`src/rtl/vscale_hpm_counters_pkg.sv`:
```
// Shared constants for the vscale hardware performance counters:
// CSR command codes, privilege levels, CSR addresses and parameter limits.
package vscale_hpm_counters_pkg;

   localparam int XPR_LEN        = 32;
   localparam int CSR_ADDR_WIDTH = 12;
   localparam int CSR_CMD_WIDTH  = 3;
   localparam int PRV_WIDTH      = 2;

   typedef enum logic [CSR_CMD_WIDTH-1:0] {
      CSR_IDLE  = 3'd0,
      CSR_READ  = 3'd4,
      CSR_WRITE = 3'd5,
      CSR_SET   = 3'd6,
      CSR_CLEAR = 3'd7
   } csr_cmd_e;

   localparam logic [PRV_WIDTH-1:0] PRV_U = 2'd0;
   localparam logic [PRV_WIDTH-1:0] PRV_M = 2'd3;

   localparam logic [CSR_ADDR_WIDTH-1:0] CSR_ADDR_MCYCLE        = 12'hB00;
   localparam logic [CSR_ADDR_WIDTH-1:0] CSR_ADDR_MCYCLEH       = 12'hB80;
   localparam logic [CSR_ADDR_WIDTH-1:0] CSR_ADDR_CYCLE         = 12'hC00;
   localparam logic [CSR_ADDR_WIDTH-1:0] CSR_ADDR_CYCLEH        = 12'hC80;
   localparam logic [CSR_ADDR_WIDTH-1:0] CSR_ADDR_MCOUNTEREN    = 12'h306;
   localparam logic [CSR_ADDR_WIDTH-1:0] CSR_ADDR_MCOUNTINHIBIT = 12'h320;
   localparam logic [CSR_ADDR_WIDTH-1:0] CSR_ADDR_MOVF          = 12'h7C0;
   localparam logic [CSR_ADDR_WIDTH-1:0] CSR_ADDR_MOVFEN        = 12'h7C1;

   localparam int N_HPM_MIN     = 1;
   localparam int N_HPM_MAX     = 29;
   localparam int CNT_WIDTH_MIN = 33;
   localparam int CNT_WIDTH_MAX = 64;
   localparam int N_EVENTS_MIN  = 1;
   localparam int N_EVENTS_MAX  = 255;

   // Counter slot i -> CSR index: slot 0 is mcycle (0), slot 1 is
   // minstret (2), slot 2+ are mhpmcounter3 upward.
   function automatic int cnt_csr_idx(input int i);
      return (i == 0) ? 0 : i + 1;
   endfunction

   // Bits that exist in mcountinhibit/mcounteren/movf/movfen.
   function automatic logic [31:0] cnt_mask(input int n_hpm);
      logic [31:0] m;
      m = 32'h0000_0005;
      for (int k = 3; k < 32; k++)
         if (k <= 2 + n_hpm) m[k] = 1'b1;
      return m;
   endfunction

endpackage

```
`src/rtl/vscale_hpm_counters_if.sv`:
```
// CSR access bus between the core CSR file and the counter block.
// master: prv/req/cmd/addr/wdata out, rdata/illegal_access in.
interface vscale_hpm_counters_if;
   import vscale_hpm_counters_pkg::*;

   logic [PRV_WIDTH-1:0]      prv;
   logic                      req;
   logic [CSR_CMD_WIDTH-1:0]  cmd;
   logic [CSR_ADDR_WIDTH-1:0] addr;
   logic [XPR_LEN-1:0]        wdata;
   logic [XPR_LEN-1:0]        rdata;
   logic                      illegal_access;

   modport master (
      output prv, req, cmd, addr, wdata,
      input  rdata, illegal_access
   );

   modport slave (
      input  prv, req, cmd, addr, wdata,
      output rdata, illegal_access
   );

endinterface

```
`src/rtl/vscale_hpm_counter.sv`:
```
// One CNT_WIDTH counter with independent low/high 32-bit half writes.
// Ports: inc (count enable), wr_lo/wr_hi + wdata, value, wrap pulse.
module vscale_hpm_counter
   import vscale_hpm_counters_pkg::*;
#(
   parameter int CNT_WIDTH = 64
) (
   input  logic                 clk,
   input  logic                 reset_n,
   input  logic                 inc,
   input  logic                 wr_lo,
   input  logic                 wr_hi,
   input  logic [XPR_LEN-1:0]   wdata,
   output logic [CNT_WIDTH-1:0] value,
   output logic                 wrap
);

   localparam logic [CNT_WIDTH-1:0] ONE = {{(CNT_WIDTH-1){1'b0}}, 1'b1};

   logic [CNT_WIDTH-1:0] nxt;

   // A software write wins over a same-cycle increment.
   always_comb begin
      nxt = value;
      if (wr_lo)
         nxt = {value[CNT_WIDTH-1:32], wdata};
      else if (wr_hi)
         nxt = {wdata[CNT_WIDTH-33:0], value[31:0]};
      else if (inc)
         nxt = value + ONE;
   end

   assign wrap = inc & ~wr_lo & ~wr_hi & (&value);

   always_ff @(posedge clk or negedge reset_n) begin
      if (!reset_n) value <= '0;
      else          value <= nxt;
   end

endmodule

```
`src/rtl/vscale_hpm_counters.sv`:
```
// Machine counters (mcycle, minstret, mhpmcounterK) with CSR access,
// inhibit/enable/event-select CSRs and sticky overflow interrupt.
// Ports: clk, reset_n, csr (slave bus), retire, events, ovf_irq.
module vscale_hpm_counters
   import vscale_hpm_counters_pkg::*;
#(
   parameter int N_HPM     = 4,
   parameter int CNT_WIDTH = 64,
   parameter int N_EVENTS  = 8
) (
   input  logic                clk,
   input  logic                reset_n,
   vscale_hpm_counters_if.slave csr,
   input  logic                retire,
   input  logic [N_EVENTS-1:0] events,
   output logic                ovf_irq
);

   localparam int NC = N_HPM + 2;
   localparam logic [31:0] MASK = cnt_mask(N_HPM);

   logic [N_EVENTS-1:0]  ev_q;
   logic                 ret_q;
   logic [31:0]          inhibit;
   logic [31:0]          counteren;
   logic [31:0]          movf;
   logic [31:0]          movfen;
   logic [7:0]           hpm_evt [N_HPM];
   logic [CNT_WIDTH-1:0] cnt [NC];
   logic [NC-1:0]        inc;
   logic [NC-1:0]        wr_lo;
   logic [NC-1:0]        wr_hi;
   logic [NC-1:0]        wrap;
   logic [31:0]          wrap_bits;

   logic [4:0]  cidx;
   logic        cnt_hit, cnt_lo, cnt_hi, shadow;
   logic        is_inh, is_en, is_movf, is_movfen, is_evt;
   logic        defined, wen, illegal, commit;
   logic [63:0] val64;
   logic [7:0]  evt_rd;
   logic [31:0] rdata, wval;

   always_comb begin
      cidx      = csr.addr[4:0];
      cnt_hit   = (csr.addr[6:5] == 2'b00) && MASK[cidx];
      cnt_lo    = cnt_hit &&
                  ((csr.addr[11:7] == CSR_ADDR_MCYCLE[11:7]) ||
                   (csr.addr[11:7] == CSR_ADDR_CYCLE[11:7]));
      cnt_hi    = cnt_hit &&
                  ((csr.addr[11:7] == CSR_ADDR_MCYCLEH[11:7]) ||
                   (csr.addr[11:7] == CSR_ADDR_CYCLEH[11:7]));
      shadow    = cnt_hit && (csr.addr[11:10] == 2'b11);
      is_inh    = csr.addr == CSR_ADDR_MCOUNTINHIBIT;
      is_en     = csr.addr == CSR_ADDR_MCOUNTEREN;
      is_movf   = csr.addr == CSR_ADDR_MOVF;
      is_movfen = csr.addr == CSR_ADDR_MOVFEN;
      is_evt    = (csr.addr[11:5] == CSR_ADDR_MCOUNTINHIBIT[11:5]) &&
                  (int'(cidx) >= 3) && (int'(cidx) <= 2 + N_HPM);
      defined   = cnt_lo | cnt_hi | is_inh | is_en |
                  is_movf | is_movfen | is_evt;

      val64 = '0;
      for (int i = 0; i < NC; i++)
         if (int'(cidx) == cnt_csr_idx(i)) val64 = 64'(cnt[i]);
      evt_rd = '0;
      for (int k = 0; k < N_HPM; k++)
         if (int'(cidx) == k + 3) evt_rd = hpm_evt[k];

      rdata = '0;
      unique case (1'b1)
         cnt_lo:    rdata = val64[31:0];
         cnt_hi:    rdata = val64[63:32];
         is_inh:    rdata = inhibit;
         is_en:     rdata = counteren;
         is_movf:   rdata = movf;
         is_movfen: rdata = movfen;
         is_evt:    rdata = {24'b0, evt_rd};
         default:   rdata = '0;
      endcase

      wen = (csr.cmd == CSR_WRITE) || (csr.cmd == CSR_SET) ||
            (csr.cmd == CSR_CLEAR);
      illegal = (~defined & csr.cmd[2]) |
                (wen & (csr.addr[11:10] == 2'b11)) |
                (csr.addr[9:8] > csr.prv) |
                ((csr.prv == PRV_U) & shadow & ~counteren[cidx]);
      commit = csr.req & wen & ~illegal;

      wval = csr.wdata;
      if (csr.cmd == CSR_SET)   wval = rdata | csr.wdata;
      if (csr.cmd == CSR_CLEAR) wval = rdata & ~csr.wdata;
   end

   assign csr.rdata          = rdata;
   assign csr.illegal_access = illegal;

   always_comb begin
      logic hit;
      inc       = '0;
      wr_lo     = '0;
      wr_hi     = '0;
      wrap_bits = '0;
      inc[0] = ~inhibit[0];
      inc[1] = ret_q & ~inhibit[2];
      for (int k = 0; k < N_HPM; k++) begin
         hit = 1'b0;
         for (int e = 0; e < N_EVENTS; e++)
            if (int'(hpm_evt[k]) == e + 1) hit = ev_q[e];
         inc[k+2] = hit & ~inhibit[k+3];
      end
      for (int i = 0; i < NC; i++) begin
         wr_lo[i] = commit & cnt_lo & (int'(cidx) == cnt_csr_idx(i));
         wr_hi[i] = commit & cnt_hi & (int'(cidx) == cnt_csr_idx(i));
         wrap_bits[cnt_csr_idx(i)] = wrap[i];
      end
   end

   for (genvar i = 0; i < NC; i++) begin : g_cnt
      vscale_hpm_counter #(
         .CNT_WIDTH (CNT_WIDTH)
      ) u_cnt (
         .clk     (clk),
         .reset_n (reset_n),
         .inc     (inc[i]),
         .wr_lo   (wr_lo[i]),
         .wr_hi   (wr_hi[i]),
         .wdata   (wval),
         .value   (cnt[i]),
         .wrap    (wrap[i])
      );
   end

   // Overflow set from hardware ORs over any software write,
   // so a clear racing a wrap leaves the bit set.
   always_ff @(posedge clk or negedge reset_n) begin
      if (!reset_n) begin
         ev_q      <= '0;
         ret_q     <= 1'b0;
         inhibit   <= '0;
         counteren <= '0;
         movf      <= '0;
         movfen    <= '0;
         ovf_irq   <= 1'b0;
         for (int k = 0; k < N_HPM; k++) hpm_evt[k] <= '0;
      end else begin
         ev_q    <= events;
         ret_q   <= retire;
         ovf_irq <= |(movf & movfen);
         if (commit && is_inh)    inhibit   <= wval & MASK;
         if (commit && is_en)     counteren <= wval & MASK;
         if (commit && is_movfen) movfen    <= wval & MASK;
         movf <= (((commit && is_movf) ? wval : movf) & MASK) | wrap_bits;
         for (int k = 0; k < N_HPM; k++)
            if (commit && is_evt && (int'(cidx) == k + 3))
               hpm_evt[k] <= wval[7:0];
      end
   end

endmodule

```
`src/flat_wrapper.sv`:
```
// flat-port wrapper written by rule: the top's interface ports become plain ports
module vscale_hpm_counters_flat import vscale_hpm_counters_pkg::*;
#(
   parameter int N_HPM     = 4,
   parameter int CNT_WIDTH = 64,
   parameter int N_EVENTS  = 8
)
  (clk, reset_n, retire, events, ovf_irq, csr_prv, csr_req, csr_cmd, csr_addr, csr_wdata, csr_rdata, csr_illegal_access);
  vscale_hpm_counters_if csr_i ();
  input  logic clk;
  input  logic reset_n;
  input  logic retire;
  input  logic [N_EVENTS-1:0] events;
  output logic ovf_irq;
  input wire logic [$bits(csr_i.prv)-1:0] csr_prv;
  input wire logic [$bits(csr_i.req)-1:0] csr_req;
  input wire logic [$bits(csr_i.cmd)-1:0] csr_cmd;
  input wire logic [$bits(csr_i.addr)-1:0] csr_addr;
  input wire logic [$bits(csr_i.wdata)-1:0] csr_wdata;
  output wire logic [$bits(csr_i.rdata)-1:0] csr_rdata;
  output wire logic [$bits(csr_i.illegal_access)-1:0] csr_illegal_access;
  assign csr_i.prv = csr_prv;
  assign csr_i.req = csr_req;
  assign csr_i.cmd = csr_cmd;
  assign csr_i.addr = csr_addr;
  assign csr_i.wdata = csr_wdata;
  assign csr_rdata = csr_i.rdata;
  assign csr_illegal_access = csr_i.illegal_access;
  vscale_hpm_counters #(.N_HPM(N_HPM), .CNT_WIDTH(CNT_WIDTH), .N_EVENTS(N_EVENTS)) u_core (.clk(clk), .reset_n(reset_n), .csr(csr_i), .retire(retire), .events(events), .ovf_irq(ovf_irq));
endmodule
```
`config.mk`:
```
export PLATFORM = sky130hd
export DESIGN_NAME = vscale_hpm_counters_flat
export DESIGN_NICKNAME = d
export VERILOG_FILES = /design/src/rtl/vscale_hpm_counters_pkg.sv /design/src/rtl/vscale_hpm_counters_if.sv /design/src/rtl/vscale_hpm_counter.sv /design/src/rtl/vscale_hpm_counters.sv /design/src/flat_wrapper.sv
export SDC_FILE = /design/constraint.sdc
export NUM_CORES = 2
export LEC_CHECK = 0
export ABC_AREA = 0
export BUFFER_PORTS_ARGS = -buffer_cell sky130_fd_sc_hd__buf_2
export CORE_ASPECT_RATIO = 1.75
export CORE_MARGIN = 1
export CORE_UTILIZATION = 40
export CTS_BUF_LIST = sky130_fd_sc_hd__clkbuf_2 sky130_fd_sc_hd__clkbuf_4 sky130_fd_sc_hd__clkbuf_8
export CTS_CLUSTER_SIZE = 12
export DETAILED_ROUTE_END_ITERATION = 8
export PLACE_DENSITY = 0.61
export REMOVE_ABC_BUFFERS = 1
export SLEW_MARGIN = 20
export SYNTH_ARGS = -nofsm -noshare
export SYNTH_HDL_FRONTEND = slang
export SYNTH_HIERARCHICAL = 1
export SYNTH_SLANG_ARGS = --single-unit
```
`constraint.sdc`:
```
create_clock -name clk -period 6.4 [get_ports clk]
set_input_delay 1.28 -clock clk [delete_from_list [all_inputs] [get_ports clk]]
set_output_delay 1.28 -clock clk [all_outputs]
set_load 0.1 [all_outputs]
```
==> After elaboration in Yosys (flattened, before gate mapping) <==
Memories as Yosys holds them, arrays and structs flattened.
Cells that the tools add are included.
{ "classes": {"add_sub_neg": 6, "mul": 0, "div": 0, "order_cmp": 4, "n_eq_ne": 58, "shift": 0, "n_mux": 67, "bitwise": 78, "reduce_logical": 51} }
{ "ops": {"columns": ["cell", "n"], "rows": [
  ["$mux W64", 18],
  ["$add A64 B1 Y64 const B", 6],
  ["$reduce_and A64 Y1", 6],
  ["$mux W32", 8],
  ["$pmux W32 S7", 1],
  ["$eq A8 B4 Y1 const B", 16],
  ["$eq A8 B3 Y1 const B", 8],
  ["$and A1 B1 Y1", 43],
  ["$mux W1", 34],
  ["$and A32 B32 Y32", 1],
  ["$eq A8 B2 Y1 const B", 4],
  ["$eq A8 B5 Y1 const B", 4],
  ["$mux W8", 4],
  ["$not A32 Y32", 1],
  ["$or A32 B32 Y32", 1],
  ["$reduce_or A32 Y1", 1],
  ["$eq A12 B10 Y1 const B", 2],
  ["$eq A12 B11 Y1 const B", 2],
  ["$reduce_and A2 Y1", 12],
  ["$not A1 Y1", 21],
  ["$eq A5 B5 Y1 const B", 4],
  ["$reduce_bool A2 Y1", 10],
  ["$ne A2 B2 Y1 const B", 8],
  ["$eq A5 B4 Y1 const B", 3],
  ["other kinds (17)", 46]
]} }
{ "word_totals": {"reg_bits": 451, "latchBits": 0, "ram_bits": 0, "mem_bits_ro": 32, "out_inout_bits": 34, "elab_cells": 288, "n_memories": 1} }
{ "mem_list": {"columns": ["memory", "depth", "word_bits", "rd", "rd_ports_with_merged_regs", "write_ports", "line", "source"], "rows": [
  ["(name not given)", 32, 1, 1, 0, 0, "vscale_hpm_counters.sv:46", "cnt_hit = (csr.addr[6:5] == 2'b00) && MASK[cidx];"]
]} }

==> Depth between registers and ports, before layout <==
{ "depth": {"word_depth": 24, "depth_mapped": 16, "depth_no_buf": 13} }

==> Modules after synthesis <==
Netlist, hierarchy kept.
{ "by_module_without_submodules": {"columns": ["module", "n_inst", "cells_per_inst", "area_each_um2", "seq_area_each_um2"], "rows": [
  ["vscale_hpm_counter", 6, 545, 4488.1, 1601.5],
  ["vscale_hpm_counters", 1, 1013, 7837.5, 1651.6]
]} }

==> Worst setup path before layout <==
No wires, ideal clock.
{ "synth_timing": {"kind": "input port to output port", "from": "in csr_addr[2]", "to": "out csr_rdata[11]", "arrival_time_ps": 4930, "t_required_ps": 5120, "slack_ps": 190, "cell_stages": 8, "path_buffers": 4, "cell_sequence": "buf_4 > or3b_4 > buf_2 > a21oi_4 > buf_2 > buf_4 > a221oi_1 > o31ai_1"} }
{ "synth_via": {"elab_chain_len": 8, "word_cells_on_any_way": 26, "classes_between": "2 x order compare; 9 x eq/ne; 8 x mux; 6 x reduce/logical; 1 x memory"} }
{ "synth_lines": {"columns": ["element", "line", "source"], "rows": [
  ["start: declaration", "flat_wrapper.sv:18", "input wire logic [$bits(csr_i.addr)-1:0] csr_addr;"],
  ["$logic_not A5 Y1", "vscale_hpm_counters.sv:65", "if (int'(cidx) == cnt_csr_idx(i)) val64 = 64'(cnt[i]);"],
  ["$mux W64 (6 in series)", "vscale_hpm_counters.sv:65", null],
  ["$pmux W32 S7 (*)", "vscale_hpm_counters.sv:71", "unique case (1'b1)"],
  ["end: declaration", "flat_wrapper.sv:20", "output wire logic [$bits(csr_i.rdata)-1:0] csr_rdata;"]
]} }
Every way passes the cells marked *; elsewhere a longest branch is shown, timed or not. The select of a mux whose other input is x is not followed.

==> Final worst setup path <==
{ "layout_timing": {"from": "in csr_addr[1]", "to": "out csr_rdata[0]"} }
The elaborated chain is that of the path after synthesis.

==> reports/summary.md <==
- **run status** completed
- **top-count cell post-synth** sky130_fd_sc_hd__nand2_1
- **top fanout value on the critical path** 35
- **number of gates resized after cts** 0
- **Setup Viol. Count Final** 0
- **yosys synthesis warning count** 6
- **path depth of the worst reg2reg path** 12
- **highest clock frequency the design can meet** 158 MHz
- **non-filler cells in the finished layout** 5,530
- **initial standard-cell utilization of the core** 40.5%
- **largest cells by area after synthesis** sky130_fd_sc_hd__dfrtp_1 32%, sky130_fd_sc_hd__nand2_1 5.7%, sky130_fd_sc_hd__o21ai_0 4.1%
- **Int Power** 4.68 mW
- **Placeable Area** 85,800 um2
- **number of enable flip-flop cells after synthesis** 0
- **TritonRoute pass-1 iters** 9
- **data arrival time of the critical path** 5.04 ns
- **worst r2r src** u_core/counteren[3]$_DFFE_PN0P_
- **count of input and output buffers** 94
- **placement row count** 142
- **proportion of power drawn by flip-flops and latches** 44.0%
- **DRC viols** 0
- **post-route clock skew** 0.0335 ns
- **clock insertion delay at the later pin of the skew report** 0.81 ns
- **kind of end point of the critical path** primary output
- **CP max stage cell** sky130_fd_sc_hd__a211oi_1
- **async set-reset flop share out of synthesis** 100%
- **root buffer cell** sky130_fd_sc_hd__clkbuf_8
- **switching power total** 1.96 mW
- **buffer and inverter count on the worst path** 4
- **layout cell share with drive strength beyond 1** 13.5%
- **wire length per cell** 35.4 um
- **number of violations reported at the end of detailed-routing iteration 0** 5,269
- **gpl congestion** 1.12
- **max-capacitance violation count** 0
- **Hold Violations, Final** 0
- **placed cell count** 5,372
- **worst reg2reg setup slack** 2.21 ns
- **final period utilization** 98.7%
- **count of vias placed by the detailed router** 39,023
- **average instance area after synthesis** 8.12 um2
- **number of setup buffers added after CTS** 0
- **hold_buf cts** 0
- **sw frac** 29.5%
- **cell type with the largest total area after synthesis** sky130_fd_sc_hd__dfrtp_1
- **vias per cell** 7.06
- **unrepaired setup endpoints after global routing** false
- **time the worst path needs with I/O delays and setup** 6.32 ns
- **I/O pin total** 95
- **Gate Count Post-Synth** 4,283
- **count of unique library cells instantiated by Yosys** 89
- **relative contribution of the clock network to total power** 46.4%
- **cell type group with the largest total delay on the critical path** compound AO/OA/AOI/OAI gates
- **maximum count of clock buffers along a single path** 3
- **combinational share of power** 9.6%
- **leakage power figure** 15.0 nW
- **Worst VDD drop** 120 uV
- **flop and latch count out of synthesis** 450
- **transition time at the pin with the least slew margin** 1.27 ns
- **Final Max Slew Viols** 0
- **Critical Path Most Common Cell** sky130_fd_sc_hd__buf_4
- **Crit Reg-Reg Endpoint** u_core/g_cnt[0].u_cnt/value[58]$_DFFE_PN0P_
- **global-route wire length before repair** 273,000 um
- **largest net degree at the start of global routing** 133
- **number of clock sinks** 450
- **Post-synth top flop** sky130_fd_sc_hd__dfrtp_1
- **cells along the critical path** buf_4 > buf_4 > mux2i_1 > a211oi_1 > o22ai_1 > o32ai_1 > buf_4 > or2_2 > buf_2
- **Antenna Violating Nets Remaining** 0
- **share of the yosys chip area belonging to registers** 32.4%
- **Remaining Overflow, GRT** 0
- **Startpoint Class** primary input
- **detailed-placement wirelength estimate** 140,000 um
- **worst slew margin relative to its limit** 14.8%
- **Yosys top cell area share** 32.4%
- **number of antenna violations at the first check in global routing** 27
- **cell types with the highest counts after synthesis** 524 x sky130_fd_sc_hd__nand2_1, 450 x sky130_fd_sc_hd__dfrtp_1, 298 x sky130_fd_sc_hd__nor2_1, 284 x sky130_fd_sc_hd__o21ai_0, 275 x sky130_fd_sc_hd__nand3_1
- **clock-pin transition on the worst setup and hold timing paths** 0.06 ns
- **PwrDens** 171 nW/um2
- **Global Route Usage Sum** 43.8%
- **H-tree depth reported by CTS** 3
- **final design utilization** 45.2%
- **die span in x** 225 um
- **Power, Total** 6.64 mW
- **TritonCTS clock tree** yes
- **number of clock buffers inserted by TritonCTS** 78
- **height of the die** 392 um
- **crit-path max cell delay** 1.00 ns
- **classification of the worst-slack hold path** in2async
- **area of the die** 88,100 um2
- **nets@finish** 4,369
- **combined area of all synthesized cells** 34,800 um2
- **final WL** 196,000 um
- **via count of the first global-routing pass** 37,080
- **Layout Area Growth over Synthesis** 11.7%
- **worst setup path category** in2out
- **CP Data Required Time** 5.12 ns
-- layout by cell type, fill, tap and decap left out, types with 100 or more instances in the layout --
cell type                 netlist  final
sky130_fd_sc_hd__nor4_1       110    108
sky130_fd_sc_hd__a21oi_1      121    121
sky130_fd_sc_hd__buf_4         11    148
sky130_fd_sc_hd__nand3_1      275    275
sky130_fd_sc_hd__or3_1        100    100
sky130_fd_sc_hd__nor2_1       298    288
sky130_fd_sc_hd__o21ai_0      284    279
sky130_fd_sc_hd__mux2i_1      124    124
sky130_fd_sc_hd__nor3_1       165    163
sky130_fd_sc_hd__xor2_1       126    126
sky130_fd_sc_hd__nand2_1      524    524
sky130_fd_sc_hd__nand4_1      187    187
sky130_fd_sc_hd__dfrtp_1      450    450
-- per-layer routing --
| layer | track usage [%] | routed length (um) | up-vias |
|---|---|---|---|
| li1 | - | - | 16384 |
| met1 | 45.3 | 63700 | 18662 |
| met2 | 69.0 | 88900 | 2878 |
| met3 | 12.8 | 19500 | 1071 |
| met4 | 45.4 | 23400 | 28 |
| met5 | 0 | 220 | - |
-- area by class of cell --
cell class | count | area (um2)
multi-input cells | 3447 | 22100
flip-flops and latches | 450 | 11300
well taps | 1152 | 1440
diodes | 22 | 55.1
fillers | 8595 | 47000
repair buffers | 245 | 1970
clock inverters | 15 | 188
clock buffers | 121 | 1520
inverters | 78 | 293
-- through the flow --
stage | cell area, um2 | hold WS, ns | setup TNS [ns] | setup slack (ns)
5_1_grt | 38800 | 0.383 | 0 | 0.243
2_1_floorplan | 33500 | 0.462 | -188.30 | -2.35
4_1_cts | 38800 | 0.374 | 0 | 0.752
3_3_place_gp | 37100 | 0.495 | 0 | 0.708
3_5_place_dp | 37100 | 0.504 | 0 | 0.760
6_report | 38800 | 0.382 | 0 | 0.0830
-- logic make-up (layout without fill, tap and decap cells) --
kind of cell	count (synthesis)	count (layout)	synth area share [%]
compound gates	1048	1048	20.7
mux	131	131	3.80
other cells	0	22	0
buf+inv	386	459	4.61
fa+ha+maj	8	8	0.288
xor+xnor	168	168	4.23
simple gates	2092	2092	34.0
flops	450	450	32.4
-- worst max-delay path by stage --
stage | start | cells after the start | slack [ns] | to
3_3_place_gp | csr_addr[8] | 9 | 0.71 | csr_rdata[0]
3_5_place_dp | csr_addr[8] | 9 | 0.76 | csr_rdata[0]
6_report | csr_addr[1] | 9 | 0.08 | csr_rdata[0]
2_1_floorplan | csr_addr[3] | 7 | -2.35 | u_core/g_cnt[1].u_cnt/value[58]$_DFFE_PN0P_
5_1_grt | csr_addr[1] | 9 | 0.24 | csr_rdata[0]
4_1_cts | csr_addr[8] | 9 | 0.75 | csr_rdata[0]
-- power by group through the flow --
stage / Clock [mW] / Sequential, mW / Combinational, mW
detailed placement: 0 / 2.97 / 0.603
finish: 3.08 / 2.92 / 0.640
CTS: 3.10 / 2.92 / 0.605
global route: 3.21 / 2.92 / 0.642
floorplan: 0 / 2.95 / 0.208
global placement: 0 / 2.97 / 0.604
-- state kept, by name, summed over array words and instances, names as in the netlist --
signal and flops:
u_core/movfen 6, u_core/inhibit 6, u_core/counteren 6, u_core/ret_q 1, u_core/movf 6, u_core/g_cnt.u_cnt/value 384, u_core/hpm_evt 32, u_core/ovf_irq 1
u_core/ev_q 8
-- worst register-to-register path, stage by stage, from the launching register on --
cell                       delay (ns)
sky130_fd_sc_hd__dfrtp_1         0.42
sky130_fd_sc_hd__a21boi_0        0.15
sky130_fd_sc_hd__a211o_1         0.31
sky130_fd_sc_hd__o2111a_1        0.16
sky130_fd_sc_hd__nor2_1          0.13
sky130_fd_sc_hd__nand2_1         0.64
sky130_fd_sc_hd__nor2_4          0.77
sky130_fd_sc_hd__nor2_1          0.12
sky130_fd_sc_hd__nor2_1          0.62
sky130_fd_sc_hd__buf_4           0.33
sky130_fd_sc_hd__a41o_1          0.19
sky130_fd_sc_hd__mux2i_1         0.07
sky130_fd_sc_hd__a211oi_1        0.20
Note: power is estimated with default switching activity, not from simulation.
